`src/rtl/sha2_block_seq.sv`:
```
// Block sequencer for a SHA-2 core: assembles 32 16-bit words into a 512-bit block,
// starts the core with init/next pulses, and supervises each block with a timeout.
module sha2_block_seq #(
    parameter logic       MODE    = 1'b1,
    parameter logic [7:0] TIMEOUT = 8'd128
) (
    input  logic         mclk,
    input  logic         puc_rst,
    input  logic         in_valid,
    input  logic [15:0]  in_data,
    input  logic         in_last,
    output logic         in_ready,
    output logic         core_init,
    output logic         core_next,
    output logic         core_mode,
    output logic [511:0] core_block,
    input  logic         core_ready,
    input  logic         core_digest_valid,
    output logic         msg_done,
    output logic         err,
    output logic         busy,
    output logic [7:0]   blk_cnt
);

    typedef enum logic [2:0] {S_IDLE, S_FILL, S_START, S_WAIT, S_DONE} state_t;

    state_t     state, state_d;
    logic [4:0] word_cnt;
    logic [4:0] wr_idx;
    logic [7:0] timer;
    logic       first, last;
    logic       xfer, err_set, timer_hit, bad_last;

    assign core_mode = MODE;
    assign in_ready  = (state == S_IDLE) || (state == S_FILL);
    assign busy      = (state != S_IDLE);
    assign xfer      = in_valid && in_ready;
    assign timer_hit = (timer == TIMEOUT - 8'd1);
    // IDLE always writes word 0, whatever the counter holds.
    assign wr_idx    = (state == S_IDLE) ? 5'd0 : word_cnt;
    assign bad_last  = in_last && (wr_idx != 5'd31);

    // NOTE: every signal assigned here gets a default first, so no path leaves one unassigned (no latches).
    always_comb begin
        state_d   = state;
        err_set   = 1'b0;
        core_init = 1'b0;
        core_next = 1'b0;
        msg_done  = 1'b0;
        case (state)
            S_IDLE, S_FILL: begin
                if (xfer) begin
                    if (bad_last) begin
                        err_set = 1'b1;
                        state_d = S_IDLE;
                    end else if (wr_idx == 5'd31) begin
                        state_d = S_START;
                    end else begin
                        state_d = S_FILL;
                    end
                end
            end
            S_START: begin
                core_init = first;
                core_next = !first;
                state_d   = S_WAIT;
            end
            S_WAIT: begin
                // The first WAIT cycle ignores core_ready: the core has not yet dropped it.
                if (timer != 8'd0 && core_ready) begin
                    state_d = last ? S_DONE : S_FILL;
                end else if (timer_hit) begin
                    err_set = 1'b1;
                    state_d = S_IDLE;
                end
            end
            S_DONE: begin
                if (core_digest_valid) begin
                    msg_done = 1'b1;
                    state_d  = S_IDLE;
                end else if (timer_hit) begin
                    err_set = 1'b1;
                    state_d = S_IDLE;
                end
            end
            default: state_d = S_IDLE;
        endcase
    end

    // NOTE: sequential state uses non-blocking assignments so all registers update together on the edge.
    always_ff @(posedge mclk) begin
        if (puc_rst) state <= S_IDLE;
        else         state <= state_d;
    end

    // NOTE: the block register is wide but still cleared on reset, so a stale message never leaks out.
    always_ff @(posedge mclk) begin
        if (puc_rst) begin
            core_block <= '0;
            word_cnt   <= '0;
            timer      <= '0;
            blk_cnt    <= '0;
            first      <= 1'b0;
            last       <= 1'b0;
            err        <= 1'b0;
        end else begin
            err <= err_set;

            if (state_d != state)
                timer <= '0;
            else if (state == S_WAIT || state == S_DONE)
                timer <= timer + 8'd1;

            if (xfer) begin
                if (bad_last) begin
                    word_cnt <= '0;
                end else begin
                    core_block[{wr_idx, 4'b0000} +: 16] <= in_data;
                    word_cnt <= wr_idx + 5'd1;
                    if (wr_idx == 5'd31)
                        last <= in_last;
                    if (state == S_IDLE) begin
                        first   <= 1'b1;
                        blk_cnt <= '0;
                    end
                end
            end

            if (state == S_START)
                blk_cnt <= blk_cnt + 8'd1;

            if (state == S_WAIT && state_d != S_WAIT && !err_set) begin
                first    <= 1'b0;
                word_cnt <= '0;
            end
        end
    end

endmodule

```
`config.mk`:
```
export PLATFORM = sky130hd
export DESIGN_NAME = sha2_block_seq
export DESIGN_NICKNAME = d
export VERILOG_FILES = /design/src/rtl/sha2_block_seq.sv
export SDC_FILE = /design/constraint.sdc
export NUM_CORES = 1
export LEC_CHECK = 0
export BUFFER_PORTS_ARGS = -buffer_cell sky130_fd_sc_hd__buf_2
export CAP_MARGIN = 20
export CORE_AREA = 2 2 215 217
export CTS_BUF_LIST = sky130_fd_sc_hd__clkbuf_8
export CTS_CLUSTER_DIAMETER = 40
export DETAILED_ROUTE_END_ITERATION = 10
export DIE_AREA = 0 0 217 219
export PLACE_DENSITY = 0.81
export SLEW_MARGIN = 0
export SYNTH_ARGS = -nofsm -noshare
export SYNTH_HDL_FRONTEND = slang
export SYNTH_SLANG_ARGS = --single-unit
```
`constraint.sdc`:
```
create_clock -name mclk -period 3.6 [get_ports mclk]
set_input_delay 0.18 -clock mclk [delete_from_list [all_inputs] [get_ports mclk]]
set_output_delay 0.18 -clock mclk [all_outputs]
set_load 0.01 [all_outputs]
```
======== Word level (Yosys, flattened, before mapping) ========
Index checks and enable logic that the tools add are counted.
cells by class
  reductions and logical operators ........ 21
  bitwise gates (word level) .............. 1
  div/mod/pow operators ................... 0
  multiplexer cells ....................... 25
  magnitude comparators ................... 0
  eq/ne operators ......................... 10
  multipliers ............................. 0
  shifts and indexed selects .............. 2
  add/subtract/negate cells ............... 4
operators with widths
  cell                                                      count
  bitwise mux 512 bit                                       1
  variable shift 16 x 11 -> 512 bit (first input constant)  1
  indexed part select 16 x 11 -> 512 bit                    1
  two-way mux 8 bit                                         4
  adder 8 x 1 -> 8 bit (second input constant)              2
  two-way mux 3 bit                                         5
  one-hot mux 3 bit (4 select lines)                        1
  negator 9 -> 11 bit                                       1
  two-way mux 5 bit                                         2
  two-way mux 1 bit                                         9
  AND reduction 3 bit                                       3
  == test 8 x 7 -> 1 bit (second input constant)            1
  nonzero test 8 bit                                        1
  == test 3 x 2 -> 1 bit (second input constant)            2
  OR reduction 2 bit                                        3
  adder 5 x 1 -> 5 bit (second input constant)              1
  == test 5 bit (second input constant)                     1
  logical AND 1 bit                                         5
  != test 5 bit (second input constant)                     1
  two-way mux 2 bit                                         2
  nonzero test 2 bit                                        2
  == test 3 x 1 -> 1 bit (second input constant)            1
  == test 3 bit (second input constant)                     1
  logical NOT 3 bit                                         1
  other kinds (9)                                           11
storage, ports and cells
  latch bits .............................. 0
  memories ................................ 0
  RAM bits ................................ 0
  output and inout bits ................... 527
  bits of input ports ..................... 22
  word-level logic and storage cells ...... 71
  bits in read-only memories .............. 0
  flip-flop bits (word level) ............. 539

======== Logic depth before layout (Yosys ltp) ========
Gate-level depths: netlist (run 1).
  depth after elaboration ................. 11
  mapped depth ............................ 15

======== Least setup slack after synthesis (run 1) ========
No wires, ideal clock.
  path kind ............................... flip-flop to flip-flop
  from .................................... reg state[0]
  to ...................................... reg core_block[438]
  arrival ................................. 3.051 ns
  buffers on the path ..................... 3
  cell stages (with the launch flop) ...... 16
  slack ................................... 0.418 ns
  cell sequence ........................... dfxtp_1 -> buf_2 -> nor3_4 -> inv_2 -> nand2_1 -> inv_1 -> ha_1 -> and4_1 -> ha_1 -> nand2b_1 -> clkbuf_1 -> nand3_1 -> nor3_1 -> nand3_2 -> buf_4 -> mux2i_1
on the way
  cells in the longest elaborated chain, start to end .. 6
  elaborated cells on any way between the ends .. 13
  classes of those cells .................. 1 x add/sub; 2 x eq/ne; 2 x shift; 2 x mux; 1 x bitwise; 5 x reduce/logical
RTL lines
  item                                                         line  text
  from (decl)                                                  27    state_t state, state_d;
  from (signal assigned)                                       93    else state <= state_d;
  branches (longest 6 deep; another with negator 9 -> 11 bit)  -
  to (signal, indexed assignment)                              118   core_block[{wr_idx, 4'b0000} +: 16] <= in_data;
  to (decl)                                                    16    output logic [511:0] core_block,
Parallel ways; which one is timed is not known.
A chain may end at the register's enable or synchronous reset.

======== Worst setup path in the final report (run 1) ========
  from .................................... reg state[0]
  to ...................................... reg core_block[40]
Same word-level chain as after synthesis.

==> results by stage, run 1 <==
Status:
- The run finished with clean final reports.

Yosys:
- The synthesized design contains 0 enable-type register cells.
- dfxtp_1 is the most common cell in the netlist.
- When the netlist entered floorplanning its net count stood at between 2000 and 2500.
- The dominant cell type by area after synthesis is dfxtp_1.
- The number of distinct library cells after synthesis is ~70.
- For this run, asynchronously set or reset flops after synthesis account for 0%.
- A synthesized cell averages slightly above 10 µm².
- The post-synthesis cell count is 2053.
- Counting flops and latches in the post-synthesis netlist gives between 500 and 600.
- The part of the Yosys area used for sequential elements is 51.14%.
- By area the synthesized netlist is led by dfxtp_1 (51%), mux2i_1 (17%), nand2b_1 (8.9%).
- In the synthesized netlist, the cells that appear most often are dfxtp_1 (539), mux2i_1 (365), nand2b_1 (300), clkbuf_1 (143), nor2_1 (119).
- The Yosys step of the flow raised 0 warnings.
- The post-synthesis instance area is 21100 µm².
- Among all flip-flop cells after synthesis, the most frequent one is dfxtp_1.
- The synthesized design devotes to its leading area cell type 51.14% of total area.

Clock network:
- Clock-pin slew was measured on the worst setup and hold paths at 0.06 ns.
- The later pin in the worst-skew pair is clocked with a latency of 0.69 ns.
- The clock sink count is roughly 540.
- No sink is reached through more buffers than the 3 on the longest clock path.
- TritonCTS built the clock tree.
- The H-tree was split into 3 levels.
- The setup fix buffers added after clock tree synthesis is 0.
- The number of buffers inserted during clock tree synthesis is 89.
- In this run the clock root is driven by a clkbuf_8.

Detailed routing:
- The detail route stage leaves a number of antenna-violating nets equal to 0.
- The via count is around 17000.
- For this block, the initial DRC count from the detailed router was between 1000 and 1500.
- Using the TritonRoute via totals, the vias-per-cell ratio works out to about 5.3.
- Wires add up to roughly 70000 µm.
- In the final routed layout, each cell accounts on average for 21.59 µm.
- In the routed design, unresolved DRC markers number 0.
- The number of detailed-route iterations in the first pass is 5.

Setup path:
- The critical path data arrival time is a little under 4 ns.
- The largest fanout on the critical path is 16.
- The number of cells on the worst reg-to-reg path is 7.
- The critical path start-end classification is reg2reg.
- The worst setup path is launched from a register.
- The data required time at the worst endpoint is roughly 4.2 ns.
- The critical register-to-register path startpoint is state[0].
- The critical path endpoint category is a register.
- Tracing the worst setup path back leads to its startpoint at state[0].

Layout:
- The number of antenna diodes is 0.
- At the end of the flow, the number of nets in the layout was roughly 2600.
- The filler cell count in the final layout is between 3000 and 4000.
- The fraction of layout cells with a size suffix above 1 is a little under a third.
- Compared with the post-synthesis result, the final layout area differs by 24.82%.
- Measured on the finished design, the core utilization comes to between 50% and 60%.

Power:
- Of the total power, the share spent switching nets is 23.87%.
- The portion of total power attributed to sequential cells is approximately half.
- Summed over all cells, the static leakage comes to about 0.013 µW.
- The power density normalized to cell area is roughly 450 nW/µm².
- After layout, the design draws a total of 11960 µW.
- The internal power is approximately 9000 µW.
- The fraction of power consumed by combinational cells is between 3 and 4%.
- VDD sags by at most ~330 µV.
- In this run the power spent charging and discharging nets is ~2900 µW.
- The clock network accounts for 46.0% of the total power.

Min path:
- The launch point of the worst hold path is core_ready.
- The number of stages on the worst hold path is 5.
- The class of the worst hold path is in2reg.

STA:
- Setup violations remaining at the end of the flow were counted as 0.
- The worst path in the final design needs a cycle of approximately 3.3 ns, including I/O delays and setup.
- The worst slew margin relative to its limit is between 20% and 30%.
- The setup clock skew after layout is between 0.03 and 0.04 ns.
- The setup total negative slack is 0 ns.
- Setup repair after global routing left no endpoint under its margin.
- The final hold violation count is 0.
- The count of pins over their slew limit was 0.
- The worst-margin pin slew is about 1.1 ns.
- Of the available clock period, the critical path in the final layout requires between 90 and 100%.
- The peak clock frequency supported by timing is approximately 0.30 GHz.

Floorplan:
- The placeable core area is 45090 µm².
- The die is about 220 µm wide.
- 549 I/O pins were placed.
- The die area is 47520 µm².
- The vertical extent of the die is ~220 µm.
- The initial standard-cell utilization of the core is 46.79%.
- In this run the core area contains just under 80 standard-cell rows.

GRT:
- Global routing finished with a remaining overflow of 0.
- In the global route stage, overall resource usage came out at 28.47%.
- The wire length of the first global-routing pass is between 100000 and 150000 µm.
- The number of antenna violations at the first check in global routing is 1.
- The via count of the first global-routing pass is around 17000.
- The largest net degree at the start of global routing is 237.

Placed design:
- The routability congestion estimate is between 0.8 and 0.9.
- During placement, the flow inserted port buffers numbering 547.
- Detailed placement ended at an HPWL of around 46000 µm.

Run:
- Across the run, the number of max-cap violations was 0.
layout make-up:
cell class | instances | area, µm² | area share (%)
Tap cell | 600 | 750.7 | 2.850
Timing Repair Buffer | 620 | 3371 | 12.80
Inverter | 8 | 30.03 | 0.1140
Sequential cell | 539 | 10790 | 40.97
Clock inverter | 44 | 284.0 | 1.078
Multi-Input combinational cell | 1324 | 9555 | 36.28
Clock buffer | 113 | 1555 | 5.905
placed cells by master, fill, tap and decap left out, types with 3 or more instances in the layout:
cell type	n
a2111oi_4	4
a21o_1	3
a21oi_1	62
a31o_2	3
and2_1	5
and3_1	5
buf_2	546
buf_4	51
clkbuf_8	113
clkinv_2	10
clkinvlp_4	5
dfxtp_1	539
dlygate4sd3_1	20
ha_1	7
inv_1	28
mux2_2	6
mux2i_1	365
nand2_1	73
nand2b_1	287
nand2b_2	13
nand3_1	37
nand3_2	14
nand3b_1	98
nand4_1	6
nor2_1	119
nor2b_1	9
nor3_1	7
nor3b_1	6
nor4b_1	3
o2111ai_2	4
o21ai_0	116
or2_2	4
or3_1	3
or4b_1	3
xnor2_1	10
xor2_1	4
logic make-up (layout without fill, tap and decap cells):
family,count (synthesis),after routing,synth area share (%)
xor gates and xnor gates,15,15,0.6226
other,1,1,0.01777
adders and majority gates,7,7,0.4151
buffers and inverters,190,785,3.949
and+or+nand+nor,711,711,19.84
DFF,539,539,51.14
AOI/OAI and AO/OA,219,219,6.375
muxes,371,371,17.64
worst max-delay path, stage by stage, from the launching register on:
cell,delay (ns)
dfxtp_1,0.39
o31ai_2,0.32
ha_1,0.45
or4b_2,0.69
and2_1,0.24
o21a_1,0.30
nand3_2,0.50
mux2i_1,0.27
metal layers:
metal  track usage [%]  wire length, µm  share of wire [%]
met1             35.04            28680                 41
met2             46.45            32890                 47
met3             8.233             6194                8.8
met4             12.37             2353                3.4
met5                 0                0                  0
sequential cells by signal (all words and copies together) (netlist names):
name and cells:
blk_cnt 8, err 1, word_cnt 5, first 1, state 3, timer 8
last 1, core_block 512
final timing paths:
path	to	slack, ns
hold reg to reg	core_block[180]	0.45
setup / recovery	core_block[40]	0.29
setup reg to reg	core_block[40]	0.29
hold / removal	state[0]	0.09
power groups by stage:
stage / combinational [µW] / sequential, µW / clock, µW
after floorplan: 268 / 6120 / 0
after global placement: 445 / 6120 / 0
after detailed placement: 450 / 6120 / 0
after CTS: 466 / 5990 / 5590
after global routing: 493 / 5980 / 5880
final: 472 / 5990 / 5510
timing repair:
action | in CTS | in global routing
endpoints found under the hold margin | 132 | 0
hold buffers | 20 | 0
gates resized for setup | 0 | 1
setup endpoints to repair | 0 | 40
metrics by stage:
| step | hold slack, ns | std cells | worst slack [ns] | instance area (µm²) |
|---|---|---|---|---|
| 2_1_floorplan | 0.3239 | 2053 | 0.4178 | 21100 |
| 6_report | 0.08835 | 3248 | 0.2895 | 26340 |
| 5_1_grt | 0.1047 | 3248 | 0.04832 | 26340 |
| 3_3_place_gp | 0.4373 | 3071 | 0.2904 | 24290 |
| 3_5_place_dp | 0.4449 | 3071 | 0.2771 | 24290 |
| 4_1_cts | 0.02721 | 3248 | 0.2205 | 26330 |
(Power assumes the default switching activity.)
==> run 2: changes to the inputs <==
CELL_PAD_IN_SITES_DETAIL_PLACEMENT = 0   (was unset)
CELL_PAD_IN_SITES_GLOBAL_PLACEMENT = 2   (was unset)
CORE_AREA = unset   (was 2 2 215 217)
CORE_MARGIN = 2   (was unset)
CORE_UTILIZATION = 34   (was unset)
DIE_AREA = unset   (was 0 0 217 219)
PLACE_DENSITY = 0.92   (was 0.81)
==> results by stage, run 2 (synthesis results as in run 1) <==
Setup path:
- STA puts the critical path data required time at approximately 4.1 ns.
- The slowest library cell on the worst path is dfxtp_1.
- The worst path buffer plus inverter count is 4.
- For the worst flop-to-flop path, the logic depth is 14.
- The critical register-to-register path startpoint is state[1].
- The critical path start-end classification is reg2reg.
- The largest fanout on the critical path is 16.
- The critical path data arrival time is roughly 4 ns.
- Grouping stages by cell kind, the critical path spends the most delay in simple AND/OR/NAND/NOR gates.
- The worst register-to-register path has a setup slack of about 0.23 ns.
- On the worst path, the slowest cell contributes a delay of around 0.52 ns.
- The reg-to-reg critical path endpoint is core_block[274].
- The critical path endpoint category is a register.
- Walking the worst path, the cells encountered are nor3_4 > inv_2 > nand2_1 > inv_1 > ha_1 > and4_1 > ha_1 > nand2b_2 > nand4_1 > buf_4 > a2111oi_4 > buf_4 > mux2i_1 > nor2_1.
- The nature of the critical path startpoint is a register.

STA:
- The count of pins over their slew limit came to 0.
- The worst slew margin relative to its limit is between 20% and 30%.
- The final hold violation count is 0.
- The number of setup violations in the final report is 0.
- The worst path uses 93.50% of the clock period.
- The setup total negative slack is 0 ns.
- Across all hold checks on the routed design, the worst slack comes to between 0.07 and 0.08 ns.
- Once routing completed, OpenROAD measured the worst setup slack at 0.2341 ns.
- The final period demand of the worst path is ~3.4 ns.
- At the pin with the least slew margin, the transition time is ~1.1 ns.
- The setup clock skew after layout is approximately 0.033 ns.
- The peak clock frequency supported by timing is just under 0.3 GHz.

Power:
- The power density normalized to cell area is 469.4 nW/µm².
- VDD sags by at most between 200 and 300 µV.
- Overall power consumption after layout is estimated at around 13000 µW.
- The leakage power of the design is 0.01316 µW.

Detailed routing:
- For this run, design rule violations remaining after detail routing come to 0.
- The mean routed wirelength per cell is 21.73 µm.
- The first routing iteration left approximately 1200 violations.
- In this run the remaining antenna-violating nets after routing total 0.
- The final layout contains routed wiring with a total length of roughly 75000 µm.
- The number of detailed-route iterations in the first pass is 5.
- The per-cell via count in the routed design is between 4 and 5.
- The routed layout has roughly 17000 vias.

Layout:
- Ranked by flip-flop count, first place goes to core_block.
- Counting the fill cells in the layout gives 5931.
- The largest registers in the layout are core_block: 512 flops, blk_cnt: 8 flops, timer: 8 flops.
- The fraction of the core area covered by cells at the end of the flow is 43.68%.
- In the final design database the tool counted between 2000 and 3000 nets.
- From synthesis to final layout, the design area changed by 27.27%.
- The library cell used most frequently in the layout, excluding fill and tap cells, is buf_2.
- The fraction of layout cells with a size suffix above 1 is 30.64%.
- The register with the most flip-flops in the layout has between 500 and 600 of them.
- In the layout the commonest cells are buf_2 (546), dfxtp_1 (538), mux2i_1 (365), nand2b_1 (283), nor2_1 (117).

Floorplan:
- After floorplanning, the core was sized to cover 61480 µm².
- The initialized floorplan defines a little over 90 standard-cell rows.
- The die boundary width is 253.1 µm.
- The die area is 64060 µm².
- In this run the vertical extent of the chip is 253.1 µm.
- between 500 and 600 I/O pins were placed.
- The initial standard-cell utilization of the core is ~34%.

GRT:
- The via count of the first global-routing pass is ~17000.
- The global router's overall resource usage is 22.48%.
- The largest net degree at the start of global routing is 238.
- The number of antenna violations at the first check in global routing is 3.
- The first global-routing pass estimated 107900 µm of wire.
- The aggregate global routing overflow is 0.

Min path:
- The worst hold path passes through 5 cells.
- The class of the worst hold path is in2reg.
- The worst hold endpoint is state[0].
- In this run the most critical hold path is launched from core_ready.

Clock network:
- The clock root buffer is clkbuf_8.
- The number of setup buffers added after CTS is 0.
- The clock passes through at most 3 buffers.
- The clock sink count is between 500 and 600.
- The H-tree was split into 3 levels.
- TritonCTS built the clock tree.
- The number of buffers inserted during clock tree synthesis is 97.
- The clock-pin transition on the worst setup and hold timing paths is 0.06 ns.
- The clock insertion delay at the later pin of the skew report is around 0.7 ns.

Placed design:
- At the end of routability-driven placement, the weighted congestion stood at 0.7948.
- During placement, the flow inserted port buffers numbering roughly 550.
- Once detailed placement completed, the half-perimeter wirelength came to just under 50000 µm.
- The setup slack at placement is 0.008071 ns.

Run:
- Max-cap violations in this run came to 0.

Status:
- The run finished with clean final reports.
==> run 2: worst reg2reg max path: stages, from the launching register on <==
cell       delay, ns
dfxtp_1         0.52
nor3_4          0.13
inv_2           0.08
nand2_1         0.07
inv_1           0.09
ha_1            0.19
and4_1          0.23
ha_1            0.20
nand2b_2        0.26
nand4_1         0.19
buf_4           0.22
a2111oi_4       0.34
buf_4           0.39
mux2i_1         0.25
nor2_1          0.06
==> run 2: how the worst max path moves through the flow <==
| stage | from | end | slack, ns | cells past startpoint |
|---|---|---|---|---|
| floorplan | state[0] | core_block[438] | 0.42 | 15 |
| global placement | state[0] | core_block[100] | 0.08 | 12 |
| detailed placement | state[0] | core_block[100] | 0.008 | 12 |
| CTS | state[0] | core_block[100] | 0.0003 | 12 |
| global route | state[1] | core_block[420] | -0.005 | 12 |
| finish | state[1] | core_block[274] | 0.23 | 14 |
==> run 2: what timing repair did <==
item / in CTS / in global routing
hold buffers: 20 / 0
endpoints found under the hold margin: 132 / 0
endpoints found under the setup margin: 0 / 335
resized for setup: 0 / 14
==> run 2: final cells by class <==
| type | count | area, µm² | area share, % |
|---|---|---|---|
| tap | 790 | 988.4 | 3.681 |
| antenna | 1 | 2.502 | 0.009319 |
| inverter | 8 | 30.03 | 0.1118 |
| clock buffer | 115 | 1583 | 5.894 |
| clock inverter | 65 | 523.0 | 1.948 |
| timing repair buffer | 609 | 3287 | 12.24 |
| sequential | 539 | 10790 | 40.19 |
| multi-input combinational | 1324 | 9648 | 35.93 |
==> run 2: power breakdown <==
part	internal, µW	total, µW	switching [µW]
Combinational	146	487	341
Clock	3450	6130	2680
Sequential	5980	5990	9.01
Total	9580	12600	3030
==> run 2: through the flow <==
step / std cells / cell area, µm²
after floorplan: 2053 / 21100
final: 3451 / 26850
after detailed placement: 3249 / 24460
after global placement: 3249 / 24460
after CTS: 3449 / 26760
after global routing: 3451 / 26850
==> run 2: layer usage <==
| metal | up-vias | share of wire [%] | global-route usage [%] |
|---|---|---|---|
| met1 | 8170 | 42 | 27.88 |
| met3 | 140 | 8.0 | 6.641 |
| met2 | 637 | 46 | 36.50 |
| li1 | 8042 | - | - |
| met5 | - | 0 | 0 |
| met4 | 0 | 3.2 | 9.096 |
==> run 3: changes to the inputs <==
ABC_AREA = 1   (was unset)
CORE_UTILIZATION = 30   (was 34)
PLACE_DENSITY = 0.91   (was 0.92)
==> results by stage, run 3 <==
Status:
- The flow ran to the end, and the final reports show no timing, DRC or antenna violations.

Placed design:
- The routability congestion estimate is 0.8338.
- The number of I/O port buffers is ~550.
- The detailed placer's ending HPWL is ~58000 µm.

GRT:
- Global routing consumed, over all layers together, around a quarter of the routing resources.
- The largest net degree at the start of global routing is approximately 140.
- The via count of the first global-routing pass was 18229.
- The aggregate global routing overflow is 0.
- The number of antenna violations at the first check in global routing is 2.
- The wire length of the first global-routing pass is approximately 120000 µm.

Yosys:
- The most frequent cell after synthesis is nand2_1.
- Among all flip-flop cells after synthesis, the most frequent one is dfxtp_1.
- Summing every instance area after synthesis gives ~20000 µm².
- The part of the Yosys area used for sequential elements is between 50% and 60%.
- The warning count from the yosys run is 0.
- The synthesized netlist devotes between 10 and 15% of its cell area to compound gates.
- The average cell area after synthesis is ~7.6 µm².
- The synthesized netlist devotes approximately 25% of its cell area to simple gates.
- The post-synthesis cell count is ~2600.
- Sorting the synthesized cells by area gives the leading types as dfxtp_1 (54%), nand2_1 (11%), a21oi_1 (8.8%).
- The synthesized design contains 0 enable-type register cells.
- The post-synthesis register bit count is between 500 and 600.
- Ranked by instance count, the synthesized netlist is headed by nand2_1 (610), dfxtp_1 (539), nor2_1 (446), a21oi_1 (352), o21ai_0 (197).
- The area share of fa/ha/maj cells after synthesis is less than 1%.
- The net count of the mapped netlist is 2655.
- The netlist uses 37 different library cells.
- Of the total synthesized cell area, the portion taken by XOR and XNOR cells is less than 1%.
- The combinational family with the most area after synthesis is simple AND/OR/NAND/NOR gates.
- The top-area cell type share of the netlist area is between 50 and 60%.
- Counting flops with an async set or reset pin after synthesis yields a share of 0%.
- The biggest area contributor in the post-synthesis netlist is dfxtp_1.
- The multiplexer share of the synthesized area is 0%.

Floorplan:
- Once the floorplan was initialized, standard cells occupied a little under a third of the core.
- The die area is about 69000 µm².
- In this run the horizontal extent of the chip is between 200 and 300 µm.
- The number of placement rows is 94.
- The floorplan step set the die height to ~260 µm.
- The total I/O pin count is 549.
- The placeable core area is 65980 µm².

Power:
- In this run, the clock network consumes 50.1% of the power.
- The worst-case IR drop observed on VDD is ~300 µV.
- The leakage power of the design is roughly 0.012 µW.
- The internal power is 9624 µW.
- The switching power is between 3000 and 4000 µW.
- After layout, the design draws a total of between 10000 and 15000 µW.
- The portion of total power attributed to sequential cells is 46.8%.
- In this run switching power makes up around a quarter of total power.
- In this run, the combinational gates consume 3.1% of the power.
- The power density normalized to cell area is just under 500 nW/µm².

Setup path:
- The critical path is of the reg2reg type.
- The start point of the critical path is state[0].
- The worst setup path is launched from a register.
- For flop-to-flop paths, the worst setup slack is 0.29 ns.
- The largest fanout on the critical path is 17.
- The critical path data arrival time is ~3.9 ns.
- The critical path endpoint category is a register.
- The critical register-to-register path startpoint is state[0].
- The data required time at the worst endpoint is approximately 4.2 ns.

Clock network:
- The later pin in the worst-skew pair is clocked with a latency of around 0.72 ns.
- The clock sink count is about 540.
- The clock tree from TritonCTS is built.
- The number of H-tree levels is 3.
- Counting along the longest clock path gives a buffer depth of 3.
- Counting the buffers created by CTS gives approximately 110.
- The tree is rooted in a clkbuf_8.
- The clock-pin transition on the worst setup and hold timing paths is around 0.06 ns.

Layout:
- From synthesis to final layout, the design area changed by 30.14%.
- The number of flip-flops in the largest register is 512.
- At the end of the flow, the number of nets in the layout was approximately 3200.
- The fraction of layout cells with a size suffix above 1 is 26.66%.
- Counting the fill cells in the layout gives 7097.
- The largest registers in the layout are core_block: 512 flops, blk_cnt: 8 flops, timer: 8 flops.
- The library cell used most frequently in the layout, excluding fill and tap cells, is nand2_1.
- core_block holds more flip-flops than any other register.
- In the layout the commonest cells are nand2_1 (607), buf_2 (546), dfxtp_1 (539), nor2_1 (441), a21oi_1 (352).

Detailed routing:
- The routed layout has 19449 vias.
- The routed design has roughly 85000 µm of wire.
- The mean routed wirelength per cell is 20.56 µm.
- The count of nets left with antenna violations once routing finished came out at 0.
- In the routed layout, each cell is associated on average with a via count of approximately 4.7.
- Before antenna repair, the detailed router went through 5 iterations.
- After the first detailed-routing iteration, the DRC count stood at 1519.
- The remaining routing DRC violations is 0.

STA:
- Derived from the worst setup path, the maximum achievable clock frequency is 0.3019 GHz.
- After layout, the worst path uses around 92% of the clock period.
- The number of setup violations in the final report is 0.
- The final hold violation count is 0.
- For the finished layout, the period the worst path requires is about 3.3 ns.
- The count of pins over their slew limit is 0.
- The worst slew margin relative to its limit is 42.23%.
- Setup repair after global routing left no endpoint under its margin.
- The setup clock skew after layout is a little over 0.04 ns.
- For the pin with the worst max-slew slack, the measured transition is between 0.8 and 0.9 ns.
- Setup total negative slack on the finished layout was measured at 0 ns.

Min path:
- The class of the worst hold path is in2reg.
- In this run the most critical hold path is launched from in_data[15].

Run:
- The number of max-capacitance violations reported is 0.
[run 3: power groups by stage]
stage | registers (µW) | clock network (µW) | logic (µW)
after floorplan | 6130 | 0 | 208
final | 5990 | 6410 | 396
after detailed placement | 6120 | 0 | 383
after global placement | 6120 | 0 | 384
after CTS | 5990 | 6550 | 396
after global routing | 5990 | 6830 | 430
[run 3: through the flow]
| step | util (%) | instance area (µm²) | hold WS (ns) | std cells | setup slack, ns |
|---|---|---|---|---|---|
| global route | 39.60 | 26130 | 0.05287 | 4139 | 0.009701 |
| detailed placement | 35.92 | 23700 | 0.4505 | 3930 | 0.1411 |
| finish | 39.60 | 26130 | 0.09155 | 4139 | 0.2872 |
| floorplan | - | 20080 | 0.3282 | 2626 | 0.8121 |
| global placement | 35.92 | 23700 | 0.4459 | 3930 | 0.1957 |
| CTS | 39.49 | 26060 | 0.01739 | 4135 | 0.1223 |
[run 3: logic make-up after synthesis]
group                      after synthesis
AOI/OAI and AO/OA                      578
xor gates and xnor gates                10
adders and majority gates                7
buffers and inverters                  273
DFF                                    539
other                                    1
and+or+nand+nor                       1218
[run 3: routing by layer]
| layer | routed length [µm] | vias to the layer above | GRT usage, % |
|---|---|---|---|
| li1 | - | 9590 | - |
| met1 | 37900 | 9071 | 30.67 |
| met2 | 38120 | 649 | 37.17 |
| met3 | 6465 | 139 | 7.037 |
| met4 | 2611 | 0 | 8.854 |
| met5 | 0 | - | 0 |
[run 3: repair_timing]
item	in CTS	in global routing
buffers inserted	0	2
hold buffers	14	0
hold endpoints to repair	119	0
resized for setup	0	6
endpoints found under the setup margin	0	113
[run 3: layout make-up]
cell class	count	area (µm²)	area share [%]
multi-input cells	1814	8117	31.06
diodes	1	2.502	0.009577
clock buffers	125	1720	6.584
repair buffers	641	3571	13.67
flip-flops and latches	539	10790	41.30
well taps	864	1081	4.137
clock inverters	66	499.2	1.911
inverters	89	347.8	1.331
[run 3: final timing paths]
path              cells after the start              end
hold / removal                        3  core_block[511]
hold reg to reg                       2  core_block[373]
setup reg to reg                     18  core_block[463]
setup / recovery                     18  core_block[463]
[run 3: worst max-delay path: stages (launching register included)]
cell and delay [ns]:
dfxtp_1 0.54, nor2_4 0.06, nand2_2 0.15, nand2_4 0.09, inv_2 0.12, ha_1 0.16, inv_1 0.05, nor3_1 0.25
ha_1 0.21, nor2_1 0.08, nor2_4 0.12, nand2_2 0.15, nor2_4 0.14, buf_12 0.15, buf_12 0.15, nand2_2 0.29
inv_2 0.32, nor2_1 0.08, nor2_1 0.12
